==> config.mk <==
export PLATFORM = sky130hd
export DESIGN_NAME = lorenz_frame_packetizer
export DESIGN_NICKNAME = d
export VERILOG_FILES = /design/src/rtl/lorenz_frame_packetizer.sv
export SDC_FILE = /design/constraint.sdc
export NUM_CORES = 1
export LEC_CHECK = 0
export ABC_AREA = 0
export BUFFER_PORTS_ARGS = -buffer_cell sky130_fd_sc_hd__buf_2
export CORE_AREA = 8 8 137 139
export CTS_BUF_LIST = sky130_fd_sc_hd__clkbuf_8
export DETAILED_ROUTE_END_ITERATION = 7
export DIE_AREA = 0 0 145 147
export GPL_TIMING_DRIVEN = 0
export HOLD_SLACK_MARGIN = 0.05
export PLACE_DENSITY = 0.93
export SYNTH_ARGS = -nofsm -noshare
export SYNTH_HDL_FRONTEND = slang
export SYNTH_SLANG_ARGS = --single-unit
==> constraint.sdc <==
create_clock -name clk -period 6.4 [get_ports clk]
set_clock_uncertainty 0.1 [all_clocks]
set_input_delay 0.64 -clock clk [delete_from_list [all_inputs] [get_ports clk]]
set_output_delay 0.64 -clock clk [all_outputs]
set_load 0.1 [all_outputs]
==> src/rtl/lorenz_frame_packetizer.sv <==
// Snapshots the Lorenz x/y/z state on a sample strobe and streams it to a byte UART
// as a 16-byte frame: sync pair, sequence number, x/y/z little-endian, mod-256 checksum.
`timescale 1ns/1ps
module lorenz_frame_packetizer #(
    parameter logic [7:0]  SYNC0 = 8'hA5,
    parameter logic [7:0]  SYNC1 = 8'h5A,
    parameter int unsigned DECIM = 1
) (
    input  logic               clk,
    input  logic               rst,
    input  logic               sample_stb,
    input  logic signed [31:0] x_in,
    input  logic signed [31:0] y_in,
    input  logic signed [31:0] z_in,
    output logic               tx_start,
    output logic [7:0]         tx_data,
    input  logic               tx_active,
    input  logic               tx_done,
    output logic               busy,
    output logic [7:0]         seq,
    output logic [7:0]         overrun_cnt
);

    localparam logic [15:0] DEC_LAST = 16'(DECIM - 1);

    typedef enum logic [1:0] {S_IDLE, S_ISSUE, S_WAIT} state_t;

    state_t             state, state_nxt;
    logic [15:0]        dec_cnt;
    logic [3:0]         idx;
    logic signed [31:0] x_snap, y_snap, z_snap;
    logic [7:0]         csum;
    logic               eligible, take, byte_done, frame_done;

    function automatic logic [7:0] frame_sum(input logic [7:0] s,
                                             input logic signed [31:0] x,
                                             input logic signed [31:0] y,
                                             input logic signed [31:0] z);
        frame_sum = s + x[7:0] + x[15:8] + x[23:16] + x[31:24]
                      + y[7:0] + y[15:8] + y[23:16] + y[31:24]
                      + z[7:0] + z[15:8] + z[23:16] + z[31:24];
    endfunction

    function automatic logic [7:0] frame_byte(input logic [3:0] i,
                                              input logic [7:0] s,
                                              input logic signed [31:0] x,
                                              input logic signed [31:0] y,
                                              input logic signed [31:0] z,
                                              input logic [7:0] c);
        case (i)
            4'd0:    frame_byte = SYNC0;
            4'd1:    frame_byte = SYNC1;
            4'd2:    frame_byte = s;
            4'd3:    frame_byte = x[7:0];
            4'd4:    frame_byte = x[15:8];
            4'd5:    frame_byte = x[23:16];
            4'd6:    frame_byte = x[31:24];
            4'd7:    frame_byte = y[7:0];
            4'd8:    frame_byte = y[15:8];
            4'd9:    frame_byte = y[23:16];
            4'd10:   frame_byte = y[31:24];
            4'd11:   frame_byte = z[7:0];
            4'd12:   frame_byte = z[15:8];
            4'd13:   frame_byte = z[23:16];
            4'd14:   frame_byte = z[31:24];
            default: frame_byte = c;
        endcase
    endfunction

    // A strobe is only usable when idle and the UART has drained any in-flight byte.
    assign eligible   = sample_stb && (state == S_IDLE) && !tx_active;
    assign take       = eligible && (dec_cnt == DEC_LAST);
    assign byte_done  = (state == S_WAIT) && tx_done && (idx != 4'd15);
    assign frame_done = (state == S_WAIT) && tx_done && (idx == 4'd15);

    always_ff @(posedge clk or posedge rst) begin
        if (rst) state <= S_IDLE;
        else     state <= state_nxt;
    end

    always_comb begin
        state_nxt = state;
        tx_start  = 1'b0;
        case (state)
            S_IDLE:  if (take) state_nxt = S_ISSUE;
            S_ISSUE: begin
                tx_start  = 1'b1;
                state_nxt = S_WAIT;
            end
            S_WAIT:  if (tx_done) state_nxt = (idx == 4'd15) ? S_IDLE : S_ISSUE;
            default: state_nxt = S_IDLE;
        endcase
    end

    // tx_data is loaded on entry to ISSUE so it is valid with tx_start and holds through WAIT.
    always_ff @(posedge clk or posedge rst) begin
        if (rst) begin
            dec_cnt     <= '0;
            idx         <= '0;
            x_snap      <= '0;
            y_snap      <= '0;
            z_snap      <= '0;
            csum        <= '0;
            tx_data     <= '0;
            busy        <= 1'b0;
            seq         <= '0;
            overrun_cnt <= '0;
        end else begin
            if (take) begin
                dec_cnt <= '0;
                x_snap  <= x_in;
                y_snap  <= y_in;
                z_snap  <= z_in;
                csum    <= frame_sum(seq, x_in, y_in, z_in);
                idx     <= '0;
                busy    <= 1'b1;
                tx_data <= SYNC0;
            end else if (eligible) begin
                dec_cnt <= dec_cnt + 16'd1;
            end
            if (byte_done) begin
                idx     <= idx + 4'd1;
                tx_data <= frame_byte(idx + 4'd1, seq, x_snap, y_snap, z_snap, csum);
            end
            if (frame_done) begin
                busy <= 1'b0;
                seq  <= seq + 8'd1;
            end
            if (sample_stb && !((state == S_IDLE) && !tx_active) && (overrun_cnt != 8'hFF))
                overrun_cnt <= overrun_cnt + 8'd1;
        end
    end

endmodule

==> summary by stage <==
Run status
The run finished with clean final reports.

Timing
Setup repair after global routing left no endpoint under its margin. At the pin with the least slew margin, the transition time is 855 ps. The final setup TNS is 0 ps.

Setup violations remaining at the end of the flow were counted as 0. The slack of the critical path is 1390 ps. After layout, the minimum clock period comes to 5010 ps. Derived from the worst setup path, the maximum achievable clock frequency is 199 MHz. The final hold violation count is 0.

The worst hold-check slack is 156 ps. The share of the clock period used by the worst path after layout is 78.3%. The max-slew violation total from the final report is 0. Headroom to the max-slew limit came out at 42.6%.

Detailed routing
The aggregate routed wire length is 34,400 um. In the routed design, unresolved DRC markers number 0. Using the TritonRoute via totals, the vias-per-cell ratio works out to 6.11.

After the first detailed-routing iteration, the DRC count stood at 984. Detailed routing inserted a total of 8,908 vias. The first-pass iteration count of the detailed router is 8.

The final antenna-violating net count is 0. Dividing the detail-routed wire length by the instance count gives 23.6 um.

Logic synthesis
The most instantiated flip-flop cell in the synthesis netlist is sky130_fd_sc_hd__dfrtp_1. After synthesis, the mean cell area works out to 9.18 sq um. The top cell type's share of synthesized area is 38.4%. Synthesis produced a netlist whose cell count is 1,073. The register bit count reported by yosys is 151. The distinct cell type count of the synthesized netlist is 76. In the post-synthesis netlist, the biggest area contributors are sky130_fd_sc_hd__dfrtp_1 (38%), sky130_fd_sc_hd__fa_1 (14%), sky130_fd_sc_hd__nand2_1 (11%). The post-synth net total is 1,263. The area of the mapped netlist is 0.00985 sq mm. The largest area contributor in the netlist is sky130_fd_sc_hd__dfrtp_1. The total of warnings raised by yosys is 0.

Of all flip-flops after synthesis, the portion carrying an async set or reset was 100%. The count of flip-flops with a built-in enable after synthesis is 0. Summing the sequential cell areas from Yosys gives 38.4% of the chip area.

Clock network
After clock tree synthesis, the flow added hold-fix buffers numbering 0. The clock transition at the register clock pins on the worst setup and hold paths after CTS is 90 ps. TritonCTS built the clock tree. The longest clock path from root to sink contains 2 buffers. The number of instances resized during post-cts repair is 0. The clock buffer count from CTS is 17. The latest clock arrival within the worst-skew pair is 470 ps. The root buffer cell chosen for the clock tree is sky130_fd_sc_hd__clkbuf_8.

The buffer count from post-CTS setup fixing is 0. The level count of the clock H-tree is 4. For this design, the sink count on the clock tree is 151.

Floorplanning
The vertical extent of the die is 147 um. The initialized floorplan defines 48 standard-cell rows. In this run the horizontal extent of the chip is 145 um. The full die area is 0.0213 sq mm. The total area inside the core boundary comes to 0.0168 sq mm. The initial cell density of the core is 58.8%. Pin placement for this block handled 127 I/O pins.

Critical path
The worst setup path is of the in -> reg kind. The data required time of the critical path is 6630 ps. Among all stages on the critical path, the largest delay is contributed by sky130_fd_sc_hd__fa_1. The worst setup path endpoint is csum[7]. The register-to-register setup slack is 1520 ps. The peak fanout along the critical path is 2. The critical path launch point type is a primary input. The signal on the critical path passes through buf_2, fa_1, inv_1, fa_1, fa_1, fa_1, fa_1, inv_1, ha_1, a21o_1, a21oi_1, o21bai_1, a21oi_1, xnor2_1, a21oi_1. The origin of the critical flop-to-flop path is seq[3]. The origin of the worst setup path is x_in[27].

In this run the critical register-to-register path is captured at csum[7]. The worst reg2reg path depth is 15. The delay of the slowest cell on the worst path is 590 ps. The critical path capture point type is a flip-flop. The arrival time of data at the critical path endpoint is 5240 ps. Among the stages of the critical path, the cell type that occurs most often is sky130_fd_sc_hd__fa_1.

Layout
The total non-filler cell area in the finished layout is 0.0112 sq mm. The final layout contains 1,409 nets. The diode insertion count for antenna repair is 0. The share of cells above drive strength 1 is 16.2%. The count of cells in the finished layout, fillers not included, comes to 1,457. From synthesis to final layout, the design area changed by 14.0%. The filler cells instantiated in the layout total 1,313.

GRT
For this run, the total global-route usage over all layers was measured as 32.7%. The first global-routing pass estimated 53,100 um of wire. The number of global-route vias before repair is 9,395. The initial antenna violation count is 0. After global routing the overflow that remains totals 0. The maximum number of pins on one net before global-route repair is 81.

Placement
The number of placed instances with taps included is 1,425. The number of buffer cells added on primary ports is 126. Detailed placement finished with a half-perimeter wire length of 26,100 um. Routability-driven placement finished with a final weighted congestion of 1.04. The total cell area at the placement stage is 0.0108 sq mm. The setup slack after placement is 996 ps.

Run
Max-cap violations in this run came to 0.

Min path
The tightest min-delay check is of the in -> async type.

Power
The peak supply drop is 0.405 mV. The power density normalized to cell area is 531 mW/mm^2. The reported leakage power is 5.61 nW.
-- flip-flops by register name, summed over array words and instances, names as in the netlist --
signal	flops
busy	1
csum	8
dec_cnt	16
idx	4
overrun_cnt	8
seq	8
state	2
tx_data	8
x_snap	32
y_snap	32
z_snap	32
-- worst min-delay path by stage --
stage                end  slack [ps]  depth (start not counted)
6_report          seq[1]         160                          2
5_1_grt          csum[2]         220                          2
4_1_cts          csum[2]         190                          2
3_5_place_dp   z_snap[4]         360                          2
3_3_place_gp   z_snap[4]         350                          2
2_1_floorplan    csum[3]         330                          2
-- synthesized netlist by cell type (5+ instances only) --
master                       n
sky130_fd_sc_hd__nand2_1   285
sky130_fd_sc_hd__dfrtp_1   151
sky130_fd_sc_hd__inv_1     117
sky130_fd_sc_hd__fa_1       69
sky130_fd_sc_hd__o21ai_1    47
sky130_fd_sc_hd__xnor2_1    39
sky130_fd_sc_hd__nor2_1     31
sky130_fd_sc_hd__clkbuf_1   26
sky130_fd_sc_hd__nand3_1    23
sky130_fd_sc_hd__a22oi_1    22
sky130_fd_sc_hd__ha_1       20
sky130_fd_sc_hd__buf_2      19
sky130_fd_sc_hd__mux2i_1    17
sky130_fd_sc_hd__o21ai_0    15
sky130_fd_sc_hd__xor2_1     15
sky130_fd_sc_hd__a31oi_1    12
sky130_fd_sc_hd__a22o_1     10
sky130_fd_sc_hd__nor2b_1    10
sky130_fd_sc_hd__a21oi_1     9
sky130_fd_sc_hd__and3_1      9
sky130_fd_sc_hd__nand4_1     9
sky130_fd_sc_hd__nor3_1      9
sky130_fd_sc_hd__a222oi_1    6
sky130_fd_sc_hd__mux2_1      6
sky130_fd_sc_hd__o22ai_1     6
sky130_fd_sc_hd__a211oi_1    5
-- placed cells by master, fill, tap and decap left out, types with 5 or more instances in the layout --
cell / instances
sky130_fd_sc_hd__a211oi_1: 5
sky130_fd_sc_hd__nand2_1: 285
sky130_fd_sc_hd__o21ai_1: 47
sky130_fd_sc_hd__a31oi_1: 12
sky130_fd_sc_hd__mux2_1: 6
sky130_fd_sc_hd__inv_6: 5
sky130_fd_sc_hd__nor3_1: 9
sky130_fd_sc_hd__xor2_1: 15
sky130_fd_sc_hd__mux2i_1: 17
sky130_fd_sc_hd__clkbuf_8: 17
sky130_fd_sc_hd__nor2_1: 31
sky130_fd_sc_hd__o22ai_1: 6
sky130_fd_sc_hd__nand4_1: 9
sky130_fd_sc_hd__a22oi_1: 22
sky130_fd_sc_hd__a22o_1: 10
sky130_fd_sc_hd__a222oi_1: 6
sky130_fd_sc_hd__inv_1: 118
sky130_fd_sc_hd__ha_1: 20
sky130_fd_sc_hd__a21oi_1: 9
sky130_fd_sc_hd__o21ai_0: 15
sky130_fd_sc_hd__nand3_1: 23
sky130_fd_sc_hd__clkbuf_1: 26
sky130_fd_sc_hd__fa_1: 69
sky130_fd_sc_hd__and3_1: 9
sky130_fd_sc_hd__dfrtp_1: 151
sky130_fd_sc_hd__nor2b_1: 10
sky130_fd_sc_hd__buf_2: 145
sky130_fd_sc_hd__xnor2_1: 39
-- critical path, delay by kind of cell --
kind                       cells  cell delay (ps)
adders and majority gates      6             3000
xor gates and xnor gates       1              180
AOI/OAI and AO/OA              5             1160
buffers and inverters          3              240
-- metal layers --
| layer | vias to the layer above | track usage (%) | wire, um |
|---|---|---|---|
| li1 | 3816 | - | - |
| met1 | 4345 | 39.4 | 12700 |
| met2 | 596 | 51.4 | 15800 |
| met3 | 151 | 10.7 | 4000 |
| met4 | 0 | 17.5 | 1830 |
| met5 | - | 0 | 0 |
-- report_power, final --
part / internal [W] / leakage [nW] / total [W] / switching, W
clock: 0.000428 / 0.224 / 0.000835 / 0.000407
sequential: 0.00135 / 1.92 / 0.00174 / 0.000383
combinational: 0.00117 / 3.47 / 0.00339 / 0.00222
total: 0.00295 / 5.61 / 0.00596 / 0.00300
-- final cells by class --
type,count,area [sq um],share of cell area (%)
Buffer,53,245,2.18
Clock buffer,17,234,2.08
Clock inverter,15,201,1.79
Inverter,118,448,3.99
Multi-Input combinational cell,751,5380,47.9
Sequential cell,151,3780,33.7
Tap cell,225,282,2.51
Timing Repair Buffer,127,658,5.86
-- logic make-up after synthesis --
| group | after synthesis | synth area share, % |
|---|---|---|
| AO/OA/AOI/OAI | 176 | 12.5 |
| XOR/XNOR | 55 | 5.03 |
| adder cells (fa/ha/maj) | 89 | 16.6 |
| buffers and inverters | 171 | 6.99 |
| flip-flops | 151 | 38.4 |
| multiplexers | 27 | 2.87 |
| AND/OR/NAND/NOR | 404 | 17.7 |
-- per-stage QoR --
stage,util (%),power (W)
after floorplan,-,0.00395
after global placement,64.2,0.00489
after detailed placement,64.4,0.00501
after CTS,67.0,0.00587
after global routing,67.0,0.00631
final,67.0,0.00596
Power figures use the tool's default switching activity.
